`src/rtl/keccak_round_ctrl.sv`:
```
// Sequences padded blocks into the Keccak-f datapath: clear/absorb on accept, then NR rounds.
// Latency: NR+1 cycles from block accept to next accept or out_valid.
// Backpressure: f_ack only in WAIT; out_valid holds in DONE until out_ack.
module keccak_round_ctrl #(
    parameter int NR = 24,
    parameter int RW = 5
) (
    input  logic          clk,
    input  logic          reset,
    input  logic          blk_ready,
    input  logic          blk_last,
    output logic          f_ack,
    output logic          state_clr,
    output logic          absorb,
    output logic          round_en,
    output logic [RW-1:0] round_idx,
    output logic          busy,
    output logic          out_valid,
    input  logic          out_ack
);

    localparam logic [1:0] S_WAIT  = 2'd0;
    localparam logic [1:0] S_ROUND = 2'd1;
    localparam logic [1:0] S_DONE  = 2'd2;

    localparam logic [RW-1:0] LAST_IDX = RW'(NR - 1);

    logic [1:0]    state;
    logic          first;
    logic          last_r;
    logic [RW-1:0] idx;
    logic          valid_q;

    logic accept;

    // Gated by reset so the padder never sees an ack while the controller is held in reset.
    assign accept    = (state == S_WAIT) & blk_ready & reset;
    assign f_ack     = accept;
    assign absorb    = accept;
    assign state_clr = accept & first;
    assign round_en  = (state == S_ROUND);
    assign round_idx = idx;
    assign busy      = (state != S_WAIT);
    assign out_valid = valid_q;

    always_ff @(posedge clk or negedge reset) begin
        if (!reset) begin
            state   <= S_WAIT;
            first   <= 1'b1;
            last_r  <= 1'b0;
            idx     <= '0;
            valid_q <= 1'b0;
        end else begin
            case (state)
                S_WAIT: begin
                    if (blk_ready) begin
                        last_r <= blk_last;
                        first  <= 1'b0;
                        idx    <= '0;
                        state  <= S_ROUND;
                    end
                end
                S_ROUND: begin
                    if (idx == LAST_IDX) begin
                        idx <= '0;
                        if (last_r) begin
                            state   <= S_DONE;
                            valid_q <= 1'b1;
                        end else begin
                            state <= S_WAIT;
                        end
                    end else begin
                        idx <= idx + 1'b1;
                    end
                end
                S_DONE: begin
                    // Returning to WAIT re-arms state_clr for the next message.
                    if (out_ack) begin
                        valid_q <= 1'b0;
                        first   <= 1'b1;
                        state   <= S_WAIT;
                    end
                end
                default: begin
                    state <= S_WAIT;
                end
            endcase
        end
    end

endmodule
```
`config.mk`:
```
export PLATFORM = sky130hd
export DESIGN_NAME = keccak_round_ctrl
export DESIGN_NICKNAME = d
export VERILOG_FILES = /design/src/rtl/keccak_round_ctrl.sv
export SDC_FILE = /design/constraint.sdc
export NUM_CORES = 1
export LEC_CHECK = 0
export ABC_AREA = 1
export CAP_MARGIN = 20
export CORE_AREA = 4 4 41 43
export DETAILED_ROUTE_END_ITERATION = 7
export DIE_AREA = 0 0 45 47
export PLACE_DENSITY_LB_ADDON = 0.2
export RECOVER_POWER = 50
export REMOVE_ABC_BUFFERS = 1
export SLEW_MARGIN = 10
export SYNTH_ARGS = -nofsm -noshare
export SYNTH_HDL_FRONTEND = slang
export SYNTH_SLANG_ARGS = --single-unit
```
`constraint.sdc`:
```
create_clock -name clk -period 2.8 [get_ports clk]
set_input_delay 0.28 -clock clk [delete_from_list [all_inputs] [get_ports clk]]
set_output_delay 0.28 -clock clk [all_outputs]
set_load 0.05 [all_outputs]
```
* Word level (Yosys, flattened, before mapping) *
Index checks and enable logic that the tools add are counted.

operators by class
  reductions and logical operators = 10
  eq/ne operators = 7
  muxes and demuxes = 15
  add/subtract/negate cells = 1
  bitwise operators = 3

operators with widths
  cell                   number
  $mux W5                2
  $pmux W5 S2            1
  $mux W2                4
  $reduce_bool A2 Y1     4
  $pmux W2 S3            1
  $reduce_and A3 Y1      2
  $add A5 B1 Y5 const B  1
  $eq A5 B5 Y1 const B   1
  $mux W1                5
  $ne A2 B1 Y1 const B   2
  $ne A2 B2 Y1 const B   2
  $pmux W1 S2            2
  $reduce_and A2 Y1      2
  $reduce_and A4 Y1      1
  $and A1 B1 Y1          3
  $eq A2 B1 Y1 const B   1
  $eq A2 B2 Y1 const B   1
  $logic_not A2 Y1       1

storage, ports and cells
  register bits = 10

* Longest topological paths before layout *
Gate-level depths: netlist of run 1.

  depth in word-level cells = 4
  depth in mapped cells = 6
  gate-level depth less buffers = 6

* Least setup slack after synthesis of run 1 *
Ideal clock, no wire load.

  path type = register -> output
  from = register state[0]
  to = output state_clr
  path slack = 0.899 ns
  required time = 2.520 ns
  cell stages (with the launch flop) = 4
  arrival time = 1.621 ns
  cells stage by stage = dfrtp_1 inv_2 nand3_4 nor3_1

on the way
  word-level cells in the longest chain between the ends = 4

ends and longest elaborated chain
  what                         line  RTL
  from (decl)                  28    logic [1:0] state;
  from (signal assigned)       48    state <= S_WAIT;
  from (signal assigned)       60    state <= S_ROUND;
  from (signal assigned)       67    state <= S_DONE;
  $logic_not A2 Y1             37    assign accept = (state == S_WAIT) & blk_ready & reset;
  $and A1 B1 Y1 (2 in series)  37
  $and A1 B1 Y1                40    assign state_clr = accept & first;
  to (decl)                    13    output logic state_clr,

Every way passes these cells.

* Final worst setup path of run 1 *
Same ends and word-level chain as after synthesis.

==> results.ini, run 1 <==
[timing]
drv_slew=0
fmax_mhz=454
rsz0062_at_grt=false
timing.slew.headroom_pct=61.8
hold_viol=0
skew_ps=3.30
worst_slew_pin_slew_ps=574
setup_ws_ps=595
period_minus_slack_ps=2200
setup_viol=0
timing.final.crit_share_pct=78.7
fin_tns_setup_ps=0

[pwr]
p_clk_share_pct=12.7
p_leak_nw=0.350
swShare_pct=50.8
powerDensity_nw_per_um2=1200
total_power_mw=0.849
seqPwrFrac_pct=30.2
peakVddDrop_uv=642
p_comb_share_pct=57.1
p_int_mw=0.417
p_switching_mw=0.431

[setup_path]
crit_path_start=state[0]
r2r-end=round_idx[3]
arrival_ps=1920
crit_type=reg2out
r2r-start=state[0]
critPathLaunchType=register
end_kind=primary output
rrSetupSlack_ps=1450
reg2reg_depth=6
critPathRequiredTime_ps=2520
cp_max_fo=4
cp-endpoint=state_clr

[global_routing]
grt_max_degree=11
grt_first_pass_wirelength_um=1930
grt_pass1_vias=461
antenna_found_initial=0
grt_usage_pct=13.6
overflow=0

[clock_network]
cts_resized=0
clk_pin_slew_ps=70
tritoncts=built
numCtsBuffers=3
cts-root-buf=clkbuf_4
clk_latency_ps=270
clock-sinks=10
cts_setup_buffers=0
cts_buffer_depth=2
htreeDepth=1
holdBufCountCts=0

[job]
cap_violations=0

[detailed_routing]
wl_per_cell_um=11.2
viasPerCell=4.56
ant_nets=0
drcViolationCount=0
dr_wl_met3_um=74
drt_iter0_drc=8
vias=461
routed-wl-met2_um=560
drt_wl_total_um=1130
dr.pass1.iters=2
wl_met1_um=486
top_layer=met4

[synthesis]
synthAdderAreaFrac_pct=2.27
synth_top_family_by_area=simple AND/OR/NAND/NOR gates
synth_compound_area_share_pct=7.03
synth_area_um2=552
synth_xor_area_share_pct=0
yosysWarnings=0
avgSynthCellArea_um2=8.24
yosys.area_share.simple_pct=34.7
ys_seq_area_share_pct=45.6
synth_cell_types=21
muxShareOfSynthArea_pct=0
ys_ff_latch=10
syn_inst=67

[floorplanning]
die_w_um=45
coreArea_um2=1300
die_area_um2=2120
io_pins=16
die-height_um=47
start_util_pct=42.4
rows=13

[final_layout]
antenna_cells=0
areaGrowthSynthToFinish_pct=27.9
drive_gt1_share_pct=12.8
final_cell_area_um2=706
fillers=139
nNetsFinal=93

[hold_path]
worstHoldPathCells=2
min_from=first
worst_hold_path_type=reg2reg

[outcome]
status=finished, final reports clean

[place]
hpwl_um=891
dpl_cell_area_um2=721
io_buffers=15
pre_cts_ws_ps=635
gp_congestion=0.787

worst max-delay path, stage by stage, from the launching register on:
cell,delay (ps)
dfrtp_1,400
inv_1,100
nand3_1,150
nor3_1,170
clkdlybuf4s50_1,830
through the flow:
stage | hold WS (ps) | utilization, % | cells
after floorplan | -15.6 | - | 66
after global placement | 479 | 55.4 | 97
after detailed placement | 479 | 55.4 | 97
after CTS | 327 | 57.4 | 101
after global routing | 508 | 54.2 | 101
final | 487 | 54.2 | 101
power by group through the flow:
| stage | registers [mW] | clock network, mW | logic, mW |
|---|---|---|---|
| 2_1_floorplan | 0.384 | 0 | 0.243 |
| 3_3_place_gp | 0.258 | 0 | 0.515 |
| 3_5_place_dp | 0.259 | 0 | 0.521 |
| 4_1_cts | 0.257 | 0.113 | 0.523 |
| 5_1_grt | 0.269 | 0.120 | 0.531 |
| 6_report | 0.256 | 0.108 | 0.485 |
final cells by class:
| class | instances | area [um^2] | share of cell area [%] |
|---|---|---|---|
| sequential | 10 | 251 | 35.6 |
| multi-input combinational | 44 | 206 | 29.3 |
| timing repair buffer | 16 | 154 | 21.8 |
| inverter | 12 | 48.8 | 6.91 |
| clock buffer | 4 | 26.3 | 3.72 |
| tap | 15 | 18.8 | 2.66 |
flip-flops by register name, summed over array words and instances (netlist names):
register   count
round_idx      5
state          2
out_valid      1
last_r         1
first          1
worst min-delay path by stage:
stage / slack, ps / end
2_1_floorplan: -20 / last_r
3_3_place_gp: 480 / first
3_5_place_dp: 480 / first
4_1_cts: 330 / state[1]
5_1_grt: 510 / first
6_report: 490 / first
logic make-up after synthesis:
logic type | count (synthesis)
and+or+nand+nor | 37
buffers and inverters | 13
DFF | 10
AOI/OAI and AO/OA | 6
adders and majority gates | 1
per-layer routing:
metal | up-vias | GRT usage (%)
met5 | - | 0
met4 | 0 | 7.02
met3 | 2 | 6.90
met2 | 13 | 21.8
met1 | 202 | 14.8
li1 | 244 | -
cell usage after synthesis:
| library cell | n | area share (%) |
|---|---|---|
| a21oi_2 | 1 | 1.6 |
| inv_1 | 8 | 5.4 |
| o31ai_1 | 1 | 1.4 |
| dfstp_2 | 1 | 4.8 |
| nor2_8 | 1 | 3.6 |
| nand3_4 | 1 | 3.2 |
| nand4_1 | 1 | 1.1 |
| inv_4 | 2 | 2.3 |
| nor2_4 | 1 | 2.0 |
| ha_1 | 1 | 2.3 |
| nor3_1 | 1 | 0.91 |
| dfrtp_1 | 9 | 41 |
| nand3_1 | 2 | 1.8 |
| and3_2 | 1 | 1.4 |
| o21bai_1 | 1 | 1.4 |
| o21ai_0 | 3 | 2.7 |
| nand2_1 | 22 | 15 |
| nand2_2 | 2 | 2.3 |
| buf_4 | 1 | 1.4 |
| nor2_1 | 5 | 3.4 |
| inv_2 | 2 | 1.4 |
layout by cell type (no fill, tap or decap):
| master | synthesis | routed |
|---|---|---|
| dlygate4sd3_1 | 0 | 1 |
| clkinvlp_2 | 0 | 1 |
| inv_2 | 2 | 1 |
| nand2_1 | 22 | 22 |
| nand3_1 | 2 | 3 |
| inv_4 | 2 | 1 |
| dfrtp_1 | 9 | 9 |
| a21oi_2 | 1 | 1 |
| nor2_1 | 5 | 7 |
| nand4_1 | 1 | 1 |
| o21ai_0 | 3 | 3 |
| o31ai_1 | 1 | 1 |
| dfstp_2 | 1 | 1 |
| and3_2 | 1 | 1 |
| nand2_2 | 2 | 2 |
| clkbuf_4 | 0 | 3 |
| ha_1 | 1 | 1 |
| inv_1 | 8 | 9 |
| clkbuf_1 | 0 | 2 |
| clkdlybuf4s50_1 | 0 | 14 |
| o21bai_1 | 1 | 1 |
| nor3_1 | 1 | 1 |
(Power assumes the default switching activity.)
==> inputs of run 2 (changes only) <==
==> constraint.sdc (replaced) <==
create_clock -name clk -period 2.11 [get_ports clk]
set_input_delay 0.211 -clock clk [delete_from_list [all_inputs] [get_ports clk]]
set_output_delay 0.211 -clock clk [all_outputs]
set_load 0.05 [all_outputs]
==> results.ini, run 2 (synthesis results as in run 1) <==
[outcome]
status=finished, final reports clean  ; unchanged

[setup_path]
cp_max_fo=5  ; was 4
critPathRequiredTime_ps=1900  ; was 2520 ps
r2r-start=state[0]  ; unchanged
crit_path_start=state[1]  ; was state[0]
critPathMaxStageDelay_ps=800  ; was 830 ps
end_kind=primary output  ; unchanged
reg2reg_depth=6  ; unchanged
cp_slowest_cell=clkdlybuf4s50_1  ; unchanged
crit_type=reg2out  ; unchanged
critPathLaunchType=register  ; unchanged
r2r-end=round_idx[4]  ; was round_idx[3]
arrival_ps=1730  ; was 1920 ps
crit_chain=inv_2 > nand2_2 > inv_4 > clkdlybuf4s50_1  ; was inv_1 > nand3_1 > nor3_1 > clkdlybuf4s50_1
rrSetupSlack_ps=850  ; was 1450 ps

[timing]
timing.final.crit_share_pct=92.1
setup_ws_ps=167  ; was 595 ps
hold_viol=0  ; unchanged
setup_viol=0  ; unchanged
fin_tns_setup_ps=0  ; unchanged
period_minus_slack_ps=1940
rsz0062_at_grt=false  ; unchanged
drv_slew=0  ; unchanged
timing.slew.headroom_pct=63.5  ; was 61.8%
skew_ps=1.02  ; was 3.30 ps
worst_slew_pin_slew_ps=548  ; was 574 ps
fmax_mhz=515

[clock_network]
cts_setup_buffers=0  ; unchanged
clk_latency_ps=270  ; about the same
holdBufCountCts=0  ; unchanged
tritoncts=built  ; unchanged
numCtsBuffers=3  ; unchanged
cts_buffer_depth=2  ; unchanged
htreeDepth=1  ; unchanged
clock-sinks=10  ; unchanged
cts-root-buf=clkbuf_4  ; unchanged
cts_resized=0  ; unchanged
clk_pin_slew_ps=70  ; about the same

[floorplanning]
die_w_um=45  ; unchanged
die_area_um2=2120  ; unchanged
start_util_pct=42.4  ; unchanged
die-height_um=47  ; unchanged
coreArea_um2=1300  ; unchanged
io_pins=16  ; unchanged
rows=13  ; unchanged

[pwr]
peakVddDrop_uv=856  ; was 642 uV
p_leak_nw=0.371  ; was 0.350 nW
total_power_mw=1.18  ; was 0.849 mW
powerDensity_nw_per_um2=1560  ; was 1200 nW/um^2

[detailed_routing]
wl_per_cell_um=10.9  ; was 11.2 um
viasPerCell=4.62  ; was 4.56
vias=467  ; was 461
drt_wl_total_um=1100  ; was 1130 um
drt_iter0_drc=10  ; was 8
ant_nets=0  ; unchanged
dr.pass1.iters=2  ; unchanged
drcViolationCount=0  ; unchanged

[final_layout]
fillers=124  ; was 139
layout_commonest_cell=nand2_1  ; unchanged
antenna_cells=0  ; unchanged
layout_common_cells=22 x nand2_1, 11 x clkdlybuf4s50_1, 9 x inv_1, 9 x dfrtp_1, 7 x nor2_1  ; was 22 x nand2_1, 14 x clkdlybuf4s50_1, 9 x inv_1, 9 x dfrtp_1, 7 x nor2_1
nNetsFinal=93  ; unchanged
post-route-util_pct=58.3  ; was 54.2%
areaGrowthSynthToFinish_pct=37.4  ; was 27.9%
largest_register_ffs=5  ; unchanged
drive_gt1_share_pct=18.6  ; was 12.8%

[global_routing]
grt_max_degree=11  ; unchanged
grt_usage_pct=12.7  ; was 13.6%
antenna_found_initial=0  ; unchanged
overflow=0  ; unchanged
grt_first_pass_wirelength_um=1890  ; was 1930 um
grt_pass1_vias=455  ; was 461

[place]
pre_cts_ws_ps=425  ; was 635 ps
gp_congestion=0.721  ; was 0.787
hpwl_um=829  ; was 891 um
io_buffers=15  ; unchanged

[job]
cap_violations=0  ; unchanged

[hold_path]
worst_hold_path_type=in2async  ; was reg2reg

## run 2: how the worst max path moves through the flow
stage | endpoint | slack [ps]
global placement | round_en | 430
detailed placement | round_en | 430
global route | round_en | 110
finish | round_en | 170
floorplan | absorb | 70
CTS | round_en | 120
## run 2: area by class of cell
class	count	area, um^2	share of cell area (%)
Tap cell	15	18.8	2.48
Multi-Input combinational cell	44	219	28.9
Clock buffer	4	36.3	4.79
Timing Repair Buffer	16	184	24.3
Inverter	12	48.8	6.44
Sequential cell	10	251	33.2
## run 2: worst max-delay path, delay by kind of cell, from the launching register on
kind / cells / cell delay (ps)
buffers and inverters: 3 / 980
AND/OR/NAND/NOR: 1 / 90
flip-flops: 1 / 380
## run 2: stage by stage
stage                     std cells  hold slack (ps)  instance area (um^2)
after floorplan                  66            -84.6                   544
final                           101              464                   758
after global placement           97              476                   751
after detailed placement         97              484                   751
after CTS                       101              263                   787
after global routing            101              520                   758
## run 2: routing by layer
metal	global-route usage (%)	up-vias	routed length, um
met1	15.8	205	512
met4	8.77	0	17
met2	20.1	12	519
li1	-	248	-
met5	0	-	0
met3	2.30	2	50
## run 2: report_power, final
group	total, mW	switching, mW	leakage [nW]	internal (mW)
logic	0.664	0.439	0.234	0.225
clock network	0.177	0.0723	0.0210	0.105
registers	0.340	0.0747	0.117	0.266
